[src/rtl/aidan_mcnay_spi_deserializer.sv]
// SPI deserializer: synchronizes SCLK/SDI/CS into the clk domain, assembles one
// nbits-wide word per chip-select frame and offers it on a val/rdy stream.
// Frames with the wrong number of SCLK rises, and frames that start while a
// word is still waiting to be taken, are rejected with a one-cycle frame_err.
module aidan_mcnay_spi_deserializer #(
    parameter int nbits       = 32,
    parameter int SYNC_STAGES = 2
) (
    input  logic             clk,
    input  logic             reset,
    input  logic             SCLK,
    input  logic             SDI,
    input  logic             CS,
    output logic [nbits-1:0] data_out,
    output logic             ostream_val,
    input  logic             ostream_rdy,
    output logic             frame_err
);

    localparam int CNT_W = $clog2(nbits + 1);
    localparam logic [CNT_W-1:0] FULL = CNT_W'(nbits);

    typedef enum logic [1:0] {
        IDLE  = 2'd0,
        SHIFT = 2'd1,
        HOLD  = 2'd2
    } state_t;

    state_t state, state_next;

    logic [SYNC_STAGES-1:0] sclk_sync, sdi_sync, cs_sync;
    logic                   sclk_prev, sdi_prev, cs_prev;
    logic [SYNC_STAGES:0]   warm;
    logic                   armed;
    logic                   sclk_s, sdi_s, cs_s;
    logic                   sclk_rise, cs_fall, cs_rise;

    logic [nbits-1:0]       shreg;
    logic [CNT_W-1:0]       count;
    logic                   ovf;
    logic                   drop;
    logic                   frame_ok;
    logic                   err_set;
    logic                   drop_set;

    assign sclk_s   = sclk_sync[SYNC_STAGES-1];
    assign sdi_s    = sdi_sync[SYNC_STAGES-1];
    assign cs_s     = cs_sync[SYNC_STAGES-1];
    assign armed    = warm[SYNC_STAGES];
    assign frame_ok = (count == FULL) && !ovf;

    // Pin synchronizer chains; CS idles high so no frame appears out of reset.
    always_ff @(posedge clk or negedge reset) begin
        if (!reset) begin
            sclk_sync <= '0;
            sdi_sync  <= '0;
            cs_sync   <= '1;
        end else begin
            sclk_sync <= {sclk_sync[SYNC_STAGES-2:0], SCLK};
            sdi_sync  <= {sdi_sync[SYNC_STAGES-2:0], SDI};
            cs_sync   <= {cs_sync[SYNC_STAGES-2:0], CS};
        end
    end

    // Previous-value flops and registered edge strobes. The warm-up shifter
    // hides the artificial edges produced while the chains refill with the
    // real pin levels after reset, so a CS already low at release is ignored
    // until it goes high and low again. sdi_prev is captured on the same edge
    // as the sclk_rise strobe, keeping the data bit aligned with its clock.
    always_ff @(posedge clk or negedge reset) begin
        if (!reset) begin
            sclk_prev <= 1'b0;
            sdi_prev  <= 1'b0;
            cs_prev   <= 1'b1;
            warm      <= '0;
            sclk_rise <= 1'b0;
            cs_fall   <= 1'b0;
            cs_rise   <= 1'b0;
        end else begin
            sclk_prev <= sclk_s;
            sdi_prev  <= sdi_s;
            cs_prev   <= cs_s;
            warm      <= {warm[SYNC_STAGES-1:0], 1'b1};
            sclk_rise <= armed &&  sclk_s && !sclk_prev;
            cs_fall   <= armed && !cs_s   &&  cs_prev;
            cs_rise   <= armed &&  cs_s   && !cs_prev;
        end
    end

    // FSM state register.
    always_ff @(posedge clk or negedge reset) begin
        if (!reset) begin
            state <= IDLE;
        end else begin
            state <= state_next;
        end
    end

    // FSM next-state logic.
    always_comb begin
        state_next = state;
        case (state)
            IDLE:    if (cs_fall) state_next = SHIFT;
            SHIFT:   if (cs_rise) state_next = frame_ok ? HOLD : IDLE;
            HOLD:    if (ostream_rdy) state_next = IDLE;
            default: state_next = IDLE;
        endcase
    end

    // FSM outputs: valid while holding, and the error/drop decisions.
    always_comb begin
        ostream_val = (state == HOLD);
        err_set     = cs_rise && (drop || ((state == SHIFT) && !frame_ok));
        drop_set    = (state == HOLD) && cs_fall;
    end

    // Frame datapath: shift register, saturating bit count, overflow and drop
    // flags, output word and error pulse.
    always_ff @(posedge clk or negedge reset) begin
        if (!reset) begin
            shreg     <= '0;
            count     <= '0;
            ovf       <= 1'b0;
            drop      <= 1'b0;
            data_out  <= '0;
            frame_err <= 1'b0;
        end else begin
            frame_err <= err_set;

            if (drop_set) begin
                drop <= 1'b1;
            end else if (cs_rise) begin
                drop <= 1'b0;
            end

            if ((state == IDLE) && cs_fall) begin
                shreg <= '0;
                count <= '0;
                ovf   <= 1'b0;
            end else if ((state == SHIFT) && sclk_rise && !cs_rise) begin
                shreg <= {shreg[nbits-2:0], sdi_prev};
                if (count == FULL) begin
                    ovf <= 1'b1;
                end else begin
                    count <= count + CNT_W'(1);
                end
            end

            if ((state == SHIFT) && cs_rise && frame_ok) begin
                data_out <= shreg;
            end
        end
    end

endmodule
[config.mk]
export PLATFORM = sky130hd
export DESIGN_NAME = aidan_mcnay_spi_deserializer
export DESIGN_NICKNAME = d
export VERILOG_FILES = /design/src/rtl/aidan_mcnay_spi_deserializer.sv
export SDC_FILE = /design/constraint.sdc
export NUM_CORES = 1
export LEC_CHECK = 0
export ABC_AREA = 1
export BUFFER_PORTS_ARGS = -buffer_cell sky130_fd_sc_hd__clkbuf_2
export CAP_MARGIN = 20
export CORE_AREA = 2 2 96 98
export DETAILED_ROUTE_END_ITERATION = 8
export DIE_AREA = 0 0 98 100
export SLEW_MARGIN = 20
export SYNTH_ARGS = -nofsm -noshare
export SYNTH_HDL_FRONTEND = slang
export SYNTH_SLANG_ARGS = --single-unit
[constraint.sdc]
create_clock -name clk -period 1.8 [get_ports clk]
set_input_delay 0.18 -clock clk [delete_from_list [all_inputs] [get_ports clk]]
set_output_delay 0.18 -clock clk [all_outputs]
set_load 0.005 [all_outputs]
After elaboration in Yosys (flattened, before gate mapping)
Cells that the tools add are included.
{"block": "op_classes", "addsub": 1, "n_eq_ne": 7, "mux": 15, "reduce_logical": 29}
{"cell": "$mux W32", "count": 2}
{"cell": "$mux W6", "count": 3}
{"cell": "$logic_and A1 B1 Y1", "count": 15}
{"cell": "$mux W2", "count": 4}
{"cell": "$add A6 B1 Y6 const B", "count": 1}
{"cell": "$eq A6 B6 Y1 const B", "count": 1}
{"cell": "$logic_not A1 Y1", "count": 6}
{"cell": "$pmux W2 S3", "count": 1}
{"cell": "$reduce_bool A2 Y1", "count": 3}
{"cell": "$mux W1", "count": 5}
{"cell": "$ne A2 B1 Y1 const B", "count": 2}
{"cell": "$ne A2 B2 Y1 const B", "count": 2}
{"cell": "$reduce_and A2 Y1", "count": 2}
{"cell": "$reduce_and A3 Y1", "count": 1}
{"cell": "$eq A2 B1 Y1 const B", "count": 1}
{"cell": "$eq A2 B2 Y1 const B", "count": 1}
{"cell": "$logic_not A2 Y1", "count": 1}
{"cell": "$logic_or A1 B1 Y1", "count": 1}
{"block": "word_totals", "reg_bits": 90, "inputBits": 6, "out_inout_bits": 34, "word_cells": 69}

Depth between registers and ports, before layout
{"block": "logic_depth", "depth_word": 6, "mapped_depth": 10, "ltp_nobuf": 9}

Least setup slack after synthesis
No wires, ideal clock.
{"block": "synth_timing", "path_type": "register to register", "from": "register count[0]", "to": "register data_out[10]", "setup_time_ps": 117, "arrival_ps": 1288, "required_time_ps": 1683, "path_slack_ps": 395, "stages_incl_launch_ff": 11, "path_buffers": 1, "period_less_slack_ps": 1405, "cell_sequence": "dfrtp_1 > inv_1 > ha_1 > nand2_1 > nor2_4 > nand2_2 > inv_4 > nand3_4 > buf_6 > nand2_1 > nand2_1"}
{"block": "synth_between", "elab_chain_cells": 3}
{"item": "from (decl)", "line": "39", "text": "logic [CNT_W-1:0] count;"}
{"item": "from (signal assigned)", "line": "145", "text": "count <= count + CNT_W'(1);"}
{"item": "$eq A6 B6 Y1", "line": "50", "text": "assign frame_ok = (count == FULL) && !ovf;"}
{"item": "$logic_and A1 B1 Y1", "line": "50"}
{"item": "$logic_and A1 B1 Y1", "line": "149", "text": "if ((state == SHIFT) && cs_rise && frame_ok) begin"}
{"item": "to (signal assigned)", "line": "150", "text": "data_out <= shreg;"}
{"item": "to (decl)", "line": "14", "text": "output logic [nbits-1:0] data_out,"}
No other way between the ends.
A chain may end at the register's enable or synchronous reset.

Final worst setup path
{"block": "layout_timing", "from": "register count[0]", "to": "register data_out[1]"}
The elaborated chain is that of the path after synthesis.

==> summary.md <==
| Metric | Value |
|---|---|
| Worst-path maximum fanout | 17 |
| Hold path cells | 2 |
| Mapped Nets | 366 |
| Vias | 2613 |
| Setup-failing EPs final | 0 |
| Data required, critical path | 2.03 ns |
| Final min period | 1.59 ns |
| Worst VDD drop | 458 µV |
| Sequential fraction of the synthesis area | 62.8% |
| Clock root cell | clkbuf_8 |
| Placed cells | 497 |
| First drt pass iteration count | 4 |
| Die Ht | 100 µm |
| Hold Path Sink | state[1]$_DFFE_PN0P_ |
| Largest net degree at the start of global routing | 38 |
| Unique cell type count in the Yosys netlist | 27 |
| Asr flop ratio synth | 100% |
| Final Skew | 0.0111 ns |
| Cell with the most instances after synthesis | nand2_1 |
| Multi-input combinational cell area | 1110 µm² |
| Max-Cap Viols | 0 |
| Starting DRT DRC Count | 113 |
| H-tree levels | 3 |
| Vias/cell | 5.05 |
| Vias in the first global route | 2658 |
| Filler cells | 896 |
| Synth warn | 0 |
| Avg Cell Area, Syn | 10.0 µm² |
| Commonest cells in the netlist | nand2_1, dfrtp_1, nand4_1 |
| Initial antenna violation count | 0 |
| Detailed placement HPWL | 4.42 mm |
| Cell Rows | 35 |
| Top FF cell, synth | dfrtp_1 |
| Antenna Violating Nets Remaining | 0 |
| Pwr dens | 911 nW/µm² |
| Reg2reg end | data_out[1]$_DFFE_PN0P_ |
| HP Class | primary input to register |
| Global-route wire length before repair | 12.1 mm |
| RSZ-0062 raised after global routing | no |
| Status | finished, final reports clean |
| Hold Vio Cnt, Final | 0 |
| Worst-path clk slew | 0.08 ns |
| Largest area contributor in the netlist | dfrtp_1 |
| Tcrit/Tclk final | 88.4% |
| Drt wl/cell | 13.7 µm |
| Synth top area cells | dfrtp_1, nand2_1, nand4_1 |
| Share of the synthesized area in the top cell type | 60.6% |
| Final TNS setup | 0 ns |
| Uppermost layer routed | met4 |
| Gr ovfl total | 0 |
| Setup bufs post-CTS | 0 |
| Initial Util | 40.4% |
| Reg area | 2260 µm² |
| Port Buffer Count | 39 |
| Final GP Congestion | 0.745 |
| Fmax | 628 MHz |
| CTS tree | yes |
| Reg2reg setup slack | 0.21 ns |
| Layout area overhead | 15.5% |
| Post-Synthesis Cells | 358 |
| Clk Latency, worst-skew pair | 0.34 ns |
| Post-route DRC | 0 |
| Longest Clk Path Bufs | 2 |
| Static Leak | 2.10 nW |
| Core Region | 8890 µm² |
| Chip Width | 98 µm |
| Yosys reg bits | 90 |
| CTS sink count | 90 |
| N_diodes | 0 |
| I/O Pins | 40 |
| Die Footprint | 9800 µm² |
| Startpoint Class | register |
| Mapped cell area | 3590 µm² |
| Final Non-Filler Cells | 517 |
| Metal2 WL | 3.50 mm |
| Routed wire length | 7.10 mm |
| CP Data Arrival Time | 1.82 ns |
| EDFF count, synth | 0 |
| Total CTS buffers | 9 |
| Fin. max-slew vios | 0 |
| Critical hold path startpoint | ostream_rdy |
| Met3 WL | 225 µm |
| Fin nets | 410 |
| Tot GR Track Use | 15.2% |
| Fraction of layout instances using a drive strength above 1 | 20.0% |
| Reg2reg start | count[0]$_DFFE_PN0P_ |
| Reg2reg path depth | 9 |
| Crit Path Class | register to register |
| CP Capture Type | register |
| Met1 Wirelength | 3.33 mm |
[sequential cells by signal, indices dropped and copies added (netlist names)]
register	count
cs_sync	2
shreg	32
sdi_prev	1
sdi_sync	2
warm	3
state	2
drop	1
sclk_sync	2
frame_err	1
cs_fall	1
sclk_prev	1
cs_rise	1
cs_prev	1
sclk_rise	1
count	6
ovf	1
data_out	32
[cells by family (layout without fill, tap and decap cells)]
| group | Yosys count | after routing | share of synthesized area (%) |
|---|---|---|---|
| flip-flops | 90 | 90 | 62.8 |
| buffers and inverters | 48 | 95 | 6.62 |
| AND/OR/NAND/NOR | 173 | 174 | 22.9 |
| adder cells (fa/ha/maj) | 2 | 2 | 0.697 |
| other | 1 | 1 | 0.104 |
| XOR/XNOR | 3 | 3 | 0.732 |
| AO/OA/AOI/OAI | 41 | 41 | 6.17 |
[cell usage in the layout, fill, tap and decap left out, types with 4 or more instances in the layout]
| master | count |
|---|---|
| buf_4 | 8 |
| clkbuf_2 | 38 |
| clkbuf_8 | 10 |
| dfrtp_1 | 87 |
| dlygate4sd3_1 | 4 |
| inv_1 | 20 |
| inv_2 | 5 |
| nand2_1 | 96 |
| nand3_1 | 28 |
| nand4_1 | 32 |
| nor2_1 | 8 |
| o21ai_0 | 20 |
| o21ai_1 | 6 |
| o22ai_1 | 11 |
[worst max-delay path: stages (launching register included)]
cell	delay [ns]
dfrtp_1	0.41
inv_1	0.10
ha_1	0.15
nand2_1	0.08
nor2_4	0.11
nand2_2	0.10
inv_4	0.12
nand3_4	0.22
nand2_1	0.12
nand2_1	0.06
[final cells by class]
class | instances | area share, %
sequential | 90 | 54.4
tap | 111 | 3.35
multi-input combinational | 221 | 26.9
clock buffer | 12 | 3.50
inverter | 27 | 2.50
timing repair buffer | 53 | 8.44
clock inverter | 3 | 0.965
[through the flow]
step	area, µm²	utilization (%)	setup slack [ns]	hold WS (ns)	total power, mW
2_1_floorplan	3590	-	0.395	-0.116	2.39
3_3_place_gp	3910	43.9	0.160	0.164	2.49
3_5_place_dp	3910	43.9	0.0544	0.171	2.50
4_1_cts	4130	46.5	0.0501	0.0159	3.83
5_1_grt	4150	46.7	0.0183	0.0290	3.97
6_report	4150	46.7	0.209	0.0298	3.78
[layer usage]
layer  track usage (%)  vias up
met1              19.7     1278
met4              5.98        0
met3              2.92        5
met5                 0        -
met2              25.4       48
li1                  -     1282
[worst max-delay path by stage]
stage                                to  depth (start not counted)  slack [ns]            startpoint
2_1_floorplan  data_out[10]$_DFFE_PN0P_                         10        0.39  count[0]$_DFFE_PN0P_
3_3_place_gp   data_out[24]$_DFFE_PN0P_                          9        0.16  count[0]$_DFFE_PN0P_
3_5_place_dp   data_out[25]$_DFFE_PN0P_                          9        0.05  count[0]$_DFFE_PN0P_
4_1_cts        data_out[25]$_DFFE_PN0P_                          9        0.05  count[0]$_DFFE_PN0P_
5_1_grt         data_out[1]$_DFFE_PN0P_                          9        0.02  count[0]$_DFFE_PN0P_
6_report        data_out[1]$_DFFE_PN0P_                          9        0.21  count[0]$_DFFE_PN0P_
[report_power, final]
group,total [mW],switching [mW],internal [mW]
clock network,1.32,0.650,0.670
logic,0.306,0.199,0.106
registers,2.15,0.0651,2.09
total,3.78,0.914,2.87
[timing repair]
item | in CTS | in global routing
endpoints found under the setup margin | 0 | 33
hold buffers | 4 | 0
hold endpoints to repair | 33 | 0
gates resized for setup | 0 | 1
(Power assumes the default switching activity.)
